**src/rtl/imem_loader_if.sv**
```systemverilog
// Byte-stream handshake and instruction-memory port bundle for imem_loader.
// The master side is the loader; the slave side is the byte source plus IMEM.
interface imem_loader_if #(
   parameter int DEPTH = 10
) ();

   // Upstream byte stream (valid/ready)
   logic             byte_valid;
   logic [7:0]       byte_data;
   logic             byte_ready;

   // Instruction memory port
   logic [DEPTH-1:0] imem_addr;
   logic [31:0]      imem_wdata;
   logic             imem_we;
   logic [31:0]      imem_rdata;

   modport master (
      input  byte_valid,
      input  byte_data,
      output byte_ready,
      output imem_addr,
      output imem_wdata,
      output imem_we,
      input  imem_rdata
   );

   modport slave (
      output byte_valid,
      output byte_data,
      input  byte_ready,
      input  imem_addr,
      input  imem_wdata,
      input  imem_we,
      output imem_rdata
   );

endinterface

```
**src/rtl/imem_loader.sv**
```systemverilog
// Program loader: assembles little-endian words from a byte stream, writes
// them to consecutive IMEM addresses, reads each one back, and keeps a
// running 32-bit checksum of the words that verified correctly.
module imem_loader #(
   parameter int DEPTH = 10
) (
   input  logic             clk,
   input  logic             rst,
   input  logic             start,
   input  logic [DEPTH-1:0] base_addr,
   input  logic [DEPTH:0]   word_count,
   output logic             busy,
   output logic             done,
   output logic             error,
   output logic [31:0]      checksum,
   imem_loader_if.master    bus
);

   typedef enum logic [2:0] {
      ST_IDLE   = 3'd0,
      ST_RECV   = 3'd1,
      ST_WRITE  = 3'd2,
      ST_VERIFY = 3'd3,
      ST_DONE   = 3'd4,
      ST_ERR    = 3'd5
   } state_t;

   localparam logic [DEPTH:0] IDX_ONE  = {{DEPTH{1'b0}}, 1'b1};
   localparam logic [DEPTH:0] IDX_ZERO = {(DEPTH+1){1'b0}};

   // Places one byte into its lane of a little-endian word.
   function automatic logic [31:0] insert_byte(
      input logic [31:0] word,
      input logic [1:0]  lane,
      input logic [7:0]  data
   );
      logic [31:0] res;
      res = word;
      case (lane)
         2'd0:    res[7:0]   = data;
         2'd1:    res[15:8]  = data;
         2'd2:    res[23:16] = data;
         2'd3:    res[31:24] = data;
         default: res        = word;
      endcase
      return res;
   endfunction

   // Registered state
   state_t           state_r;
   logic [DEPTH-1:0] base_r;
   logic [DEPTH:0]   count_r;
   logic [DEPTH:0]   idx_r;
   logic [1:0]       cnt_r;
   logic [31:0]      word_r;
   logic [31:0]      sum_r;
   logic             error_r;
   logic [DEPTH-1:0] addr_r;
   logic             we_r;
   logic             ready_r;
   logic             busy_r;
   logic             done_r;

   // Next-state values
   state_t           state_s;
   logic [DEPTH-1:0] base_s;
   logic [DEPTH:0]   count_s;
   logic [DEPTH:0]   idx_s;
   logic [1:0]       cnt_s;
   logic [31:0]      word_s;
   logic [31:0]      sum_s;
   logic             error_s;
   logic [DEPTH-1:0] addr_s;
   logic [DEPTH:0]   idx_inc_s;
   logic             rdata_bad_s;

   assign idx_inc_s   = idx_r + IDX_ONE;
   assign rdata_bad_s = (bus.imem_rdata != word_r);

   // Next-state and datapath decisions for the load sequence.
   always_comb begin
      state_s = state_r;
      base_s  = base_r;
      count_s = count_r;
      idx_s   = idx_r;
      cnt_s   = cnt_r;
      word_s  = word_r;
      sum_s   = sum_r;
      error_s = error_r;
      addr_s  = addr_r;

      case (state_r)
         ST_IDLE: begin
            if (start) begin
               base_s  = base_addr;
               count_s = word_count;
               idx_s   = IDX_ZERO;
               cnt_s   = 2'd0;
               word_s  = 32'd0;
               sum_s   = 32'd0;
               error_s = 1'b0;
               if (word_count == IDX_ZERO) begin
                  state_s = ST_DONE;
               end else begin
                  state_s = ST_RECV;
               end
            end else begin
               state_s = ST_IDLE;
            end
         end

         ST_RECV: begin
            if (bus.byte_valid) begin
               word_s = insert_byte(word_r, cnt_r, bus.byte_data);
               cnt_s  = cnt_r + 2'd1;
               if (cnt_r == 2'd3) begin
                  // Address is captured here so it is stable for WRITE and VERIFY.
                  addr_s  = base_r + idx_r[DEPTH-1:0];
                  state_s = ST_WRITE;
               end else begin
                  state_s = ST_RECV;
               end
            end else begin
               state_s = ST_RECV;
            end
         end

         ST_WRITE: begin
            state_s = ST_VERIFY;
         end

         ST_VERIFY: begin
            if (rdata_bad_s) begin
               // Checksum only ever covers words that read back correctly.
               error_s = 1'b1;
               state_s = ST_ERR;
            end else begin
               sum_s = sum_r + word_r;
               idx_s = idx_inc_s;
               if (idx_inc_s == count_r) begin
                  state_s = ST_DONE;
               end else begin
                  state_s = ST_RECV;
               end
            end
         end

         ST_DONE: begin
            state_s = ST_IDLE;
         end

         ST_ERR: begin
            state_s = ST_IDLE;
         end

         default: begin
            state_s = ST_IDLE;
         end
      endcase
   end

   // State register.
   always_ff @(posedge clk) begin
      if (rst) begin
         state_r <= ST_IDLE;
      end else begin
         state_r <= state_s;
      end
   end

   // Load context, byte assembly, checksum and sticky error.
   always_ff @(posedge clk) begin
      if (rst) begin
         base_r  <= {DEPTH{1'b0}};
         count_r <= IDX_ZERO;
         idx_r   <= IDX_ZERO;
         cnt_r   <= 2'd0;
         word_r  <= 32'd0;
         sum_r   <= 32'd0;
         error_r <= 1'b0;
         addr_r  <= {DEPTH{1'b0}};
      end else begin
         base_r  <= base_s;
         count_r <= count_s;
         idx_r   <= idx_s;
         cnt_r   <= cnt_s;
         word_r  <= word_s;
         sum_r   <= sum_s;
         error_r <= error_s;
         addr_r  <= addr_s;
      end
   end

   // Control outputs registered from the next state so they line up with it.
   always_ff @(posedge clk) begin
      if (rst) begin
         we_r    <= 1'b0;
         ready_r <= 1'b0;
         busy_r  <= 1'b0;
         done_r  <= 1'b0;
      end else begin
         we_r    <= (state_s == ST_WRITE);
         ready_r <= (state_s == ST_RECV);
         busy_r  <= (state_s != ST_IDLE);
         done_r  <= (state_s == ST_DONE);
      end
   end

   assign bus.byte_ready = ready_r;
   assign bus.imem_addr  = addr_r;
   assign bus.imem_wdata = word_r;
   assign bus.imem_we    = we_r;
   assign busy           = busy_r;
   assign done           = done_r;
   assign error          = error_r;
   assign checksum       = sum_r;

endmodule

```
**src/flat_wrapper.sv**
```systemverilog
// flat-port wrapper written by rule: the top's interface ports become plain ports
module imem_loader_flat 
#(
   parameter int DEPTH = 10
)
  (clk, rst, start, base_addr, word_count, busy, done, error, checksum, bus_byte_valid, bus_byte_data, bus_byte_ready, bus_imem_addr, bus_imem_wdata, bus_imem_we, bus_imem_rdata);
  imem_loader_if #(.DEPTH(DEPTH)) bus_i ();
  input  logic clk;
  input  logic rst;
  input  logic start;
  input  logic [DEPTH-1:0] base_addr;
  input  logic [DEPTH:0] word_count;
  output logic busy;
  output logic done;
  output logic error;
  output logic [31:0] checksum;
  input wire logic [$bits(bus_i.byte_valid)-1:0] bus_byte_valid;
  input wire logic [$bits(bus_i.byte_data)-1:0] bus_byte_data;
  output wire logic [$bits(bus_i.byte_ready)-1:0] bus_byte_ready;
  output wire logic [$bits(bus_i.imem_addr)-1:0] bus_imem_addr;
  output wire logic [$bits(bus_i.imem_wdata)-1:0] bus_imem_wdata;
  output wire logic [$bits(bus_i.imem_we)-1:0] bus_imem_we;
  input wire logic [$bits(bus_i.imem_rdata)-1:0] bus_imem_rdata;
  assign bus_i.byte_valid = bus_byte_valid;
  assign bus_i.byte_data = bus_byte_data;
  assign bus_byte_ready = bus_i.byte_ready;
  assign bus_imem_addr = bus_i.imem_addr;
  assign bus_imem_wdata = bus_i.imem_wdata;
  assign bus_imem_we = bus_i.imem_we;
  assign bus_i.imem_rdata = bus_imem_rdata;
  imem_loader #(.DEPTH(DEPTH)) u_core (.clk(clk), .rst(rst), .start(start), .base_addr(base_addr), .word_count(word_count), .busy(busy), .done(done), .error(error), .checksum(checksum), .bus(bus_i));
endmodule
```
**config.mk**
```make
export PLATFORM = sky130hd
export DESIGN_NAME = imem_loader_flat
export DESIGN_NICKNAME = d
export VERILOG_FILES = /design/src/rtl/imem_loader_if.sv /design/src/rtl/imem_loader.sv /design/src/flat_wrapper.sv
export SDC_FILE = /design/constraint.sdc
export NUM_CORES = 1
export LEC_CHECK = 0
export BUFFER_PORTS_ARGS = -buffer_cell sky130_fd_sc_hd__buf_2
export CORE_MARGIN = 10
export CORE_UTILIZATION = 55
export CTS_BUF_LIST = sky130_fd_sc_hd__clkbuf_8
export CTS_CLUSTER_SIZE = 24
export DETAILED_ROUTE_END_ITERATION = 8
export PLACE_DENSITY = 0.8
export SLEW_MARGIN = 20
export SYNTH_ARGS = -nofsm -noshare
export SYNTH_HDL_FRONTEND = slang
export SYNTH_SLANG_ARGS = --single-unit
```
**constraint.sdc**
```tcl
create_clock -name clk -period 3.4 [get_ports clk]
set_input_delay 0.68 -clock clk [delete_from_list [all_inputs] [get_ports clk]]
set_output_delay 0.68 -clock clk [all_outputs]
set_load 0.005 [all_outputs]
```
==> reports/results.ini <==
[run_status]
status=finished, final reports clean

[critical_path]
max_stage_delay_ps=410
worst-endpoint-required_ps=3730
crit_slowest_cell=fa_1
arrival_ps=3370
criticalPathCategory=reg2reg
path_common_cell=a21o_1
cp_cell_sequence=ha_1 -> fa_1 -> a21o_1 -> a21oi_2 -> o21ai_2 -> a21o_1 -> o31ai_1 -> a31o_2 -> o21bai_1 -> a21oi_1 -> nor4_1 -> a221o_1
rr_worst_depth=12
crit_fanout=4
endpoint_kind=register
start_kind=register

[floorplanning]
fp.dieW_um=132
die-area_um2=17500
rows=40
core_um2=12200
num_io_pins=144
initial_utilization=0.569
die_h_um=132

[clocking]
holdBufCountCts=0
cts_setup_buffers=0
cts_buffer_depth=2
clock_latency_ps=450
cts_buffers=17
cts_tree=done
h-tree-depth=4
cts_root_buf=clkbuf_8
cts.clk_slew.worst_paths_ps=70
cts_sinks=116
cts_resized=0

[placement]
io_buffer_count=143
dpl_cell_area_um2=7750
pre_cts_ws_ps=371
hpwl_mm=15.2
gp_congestion=0.926

[synthesis]
ys_ff_latch=116
synth.distinct_cells=66
synth.avg_cell_area_um2=8.27
synth_ff_type=dfxtp_1
ys_seq_area_frac=0.336
synth.net_count=949
synth_area_um2=6920
synth_edf_count=0
synth_warnings=0
postSynthCellCount=837
async_flop_share=0

[timing]
tns_ps=0
relSlewSlack=0.475
fin_skew_ps=11.4
setup_viol=0
hold_viol=0
final.min_clock_period_ps=3040
worst-slew-pin-transition_ps=787
final_max_slew_viol_count=0
rsz0062_at_grt=no
fin_crit_sh=0.894
hold_slack_ps=452
fmax_mhz=329
setup_slack_ps=361

[global_routing]
grt_pass1_vias=6423
grt_pass1_wl_mm=32.7
grt.total_usage=0.228
grt.overflow.total=0
antenna_found_initial=0
grt_max_degree=77

[worst_hold_path]
hold-path-cell-count=2
hold_class=reg2reg

[layout]
nets=1079
final_area_um2=8160
layout_commonest_cell=buf_2
syn_to_final_growth_pct=18.0
drive_gt1_frac=0.213
final_cell_mix=buf_2, dfxtp_1, nor2_1
antenna_cells=0

[power]
p_leak_nw=3.70
p_per_area_nw_per_um2=375
totalPowerFinal_mw=3.06
ir_worst_vdd_mv=0.310

[detailed_routing]
drt_wl_total_mm=20.2
drt_pass1_iterations=5
drtIter0Drc=552
wl_per_cell_um=17.6
vias=6542
ant_nets=0
viasPerCell=5.70
drc=0

[flow_run]
drv_cap=0

## cells by family (layout without fill, tap and decap cells)
kind of cell / Yosys count / after routing / synth area share
and+or+nand+nor: 311 / 311 / 0.216
xor gates and xnor gates: 77 / 77 / 0.0975
adders and majority gates: 47 / 47 / 0.0872
AOI/OAI and AO/OA: 190 / 190 / 0.176
buffers and inverters: 60 / 202 / 0.0351
DFF: 116 / 116 / 0.336
muxes: 36 / 36 / 0.0521
## state kept, by name (all words and copies together), names as in the netlist, 2 cells and up
register	flops
u_core.cnt_r	2
u_core.count_r	11
u_core.state_r	3
u_core.bus.imem_wdata	32
u_core.bus.imem_addr	10
u_core.idx_r	11
u_core.checksum	32
u_core.base_r	10
## critical path: cells and delay by family (launching register included)
family / cells / cell delay, ps
AO/OA/AOI/OAI: 9 / 1860
adder cells (fa/ha/maj): 2 / 650
flip-flops: 1 / 350
AND/OR/NAND/NOR: 1 / 70
## cell usage after synthesis (all sizes together), types with 2 or more instances
library cell / instances / area, um^2
or2: 3 / 18.8
and2: 7 / 43.8
ha: 45 / 563
nor3b: 8 / 60.1
a221oi: 2 / 23.8
a21oi: 88 / 463
nor4b: 2 / 17.5
a32o: 2 / 20.0
nor4: 9 / 62.6
nor2: 101 / 382
a211oi: 4 / 30.0
o31ai: 4 / 40.0
o21ai: 23 / 123
nand3b: 6 / 45.0
xnor2: 60 / 526
xor2: 17 / 149
mux2i: 36 / 360
fa: 2 / 40.0
o21a: 4 / 31.3
nand2: 79 / 297
dfxtp: 116 / 2320
nand2b: 5 / 31.3
nor3: 13 / 70.1
buf: 6 / 40.0
a221o: 3 / 30.0
nor2b: 6 / 37.5
a31oi: 21 / 131
and3: 20 / 125
o22ai: 2 / 12.5
o21bai: 8 / 63.8
or3: 7 / 43.8
nand3: 30 / 163
nand4: 13 / 81.3
inv: 18 / 67.6
a21o: 14 / 105
clkbuf: 36 / 135
## path summary, 6_finish.rpt
path                       startpoint                      end  slack, ps
min reg2reg   u_core.bus.imem_addr[8]  u_core.bus.imem_addr[8]        450
min           u_core.bus.imem_addr[8]  u_core.bus.imem_addr[8]        450
max reg2reg  u_core.bus.imem_wdata[0]      u_core.checksum[24]        360
max          u_core.bus.imem_wdata[0]      u_core.checksum[24]        360
## through the flow
stage / cells / utilization
2_1_floorplan: 837 / -
3_3_place_gp: 1116 / 0.638
3_5_place_dp: 1116 / 0.638
4_1_cts: 1147 / 0.671
5_1_grt: 1147 / 0.671
6_report: 1147 / 0.671
## routing by layer
| metal | vias up | wire, um | global-route usage |
|---|---|---|---|
| met1 | 3047 | 8520 | 0.274 |
| li1 | 3227 | - | - |
| met2 | 221 | 9610 | 0.374 |
| met4 | 0 | 587 | 0.0921 |
| met3 | 47 | 1450 | 0.0648 |
| met5 | - | 0 | 0 |
## cell type report
type | count | area [um^2]
Sequential cell | 116 | 2320
Multi-Input combinational cell | 661 | 4360
Clock inverter | 13 | 160
Inverter | 18 | 67.6
Clock buffer | 18 | 248
Tap cell | 168 | 210
Fill cell | 1050 | 4000
Timing Repair Buffer | 153 | 793
## report_power, final
group          total [mW]  internal (mW)  switching (mW)
Combinational       0.322          0.134           0.188
Sequential           1.42           1.39          0.0335
Clock                1.31          0.737           0.578
No activity file was read; power rests on OpenSTA's default activity.
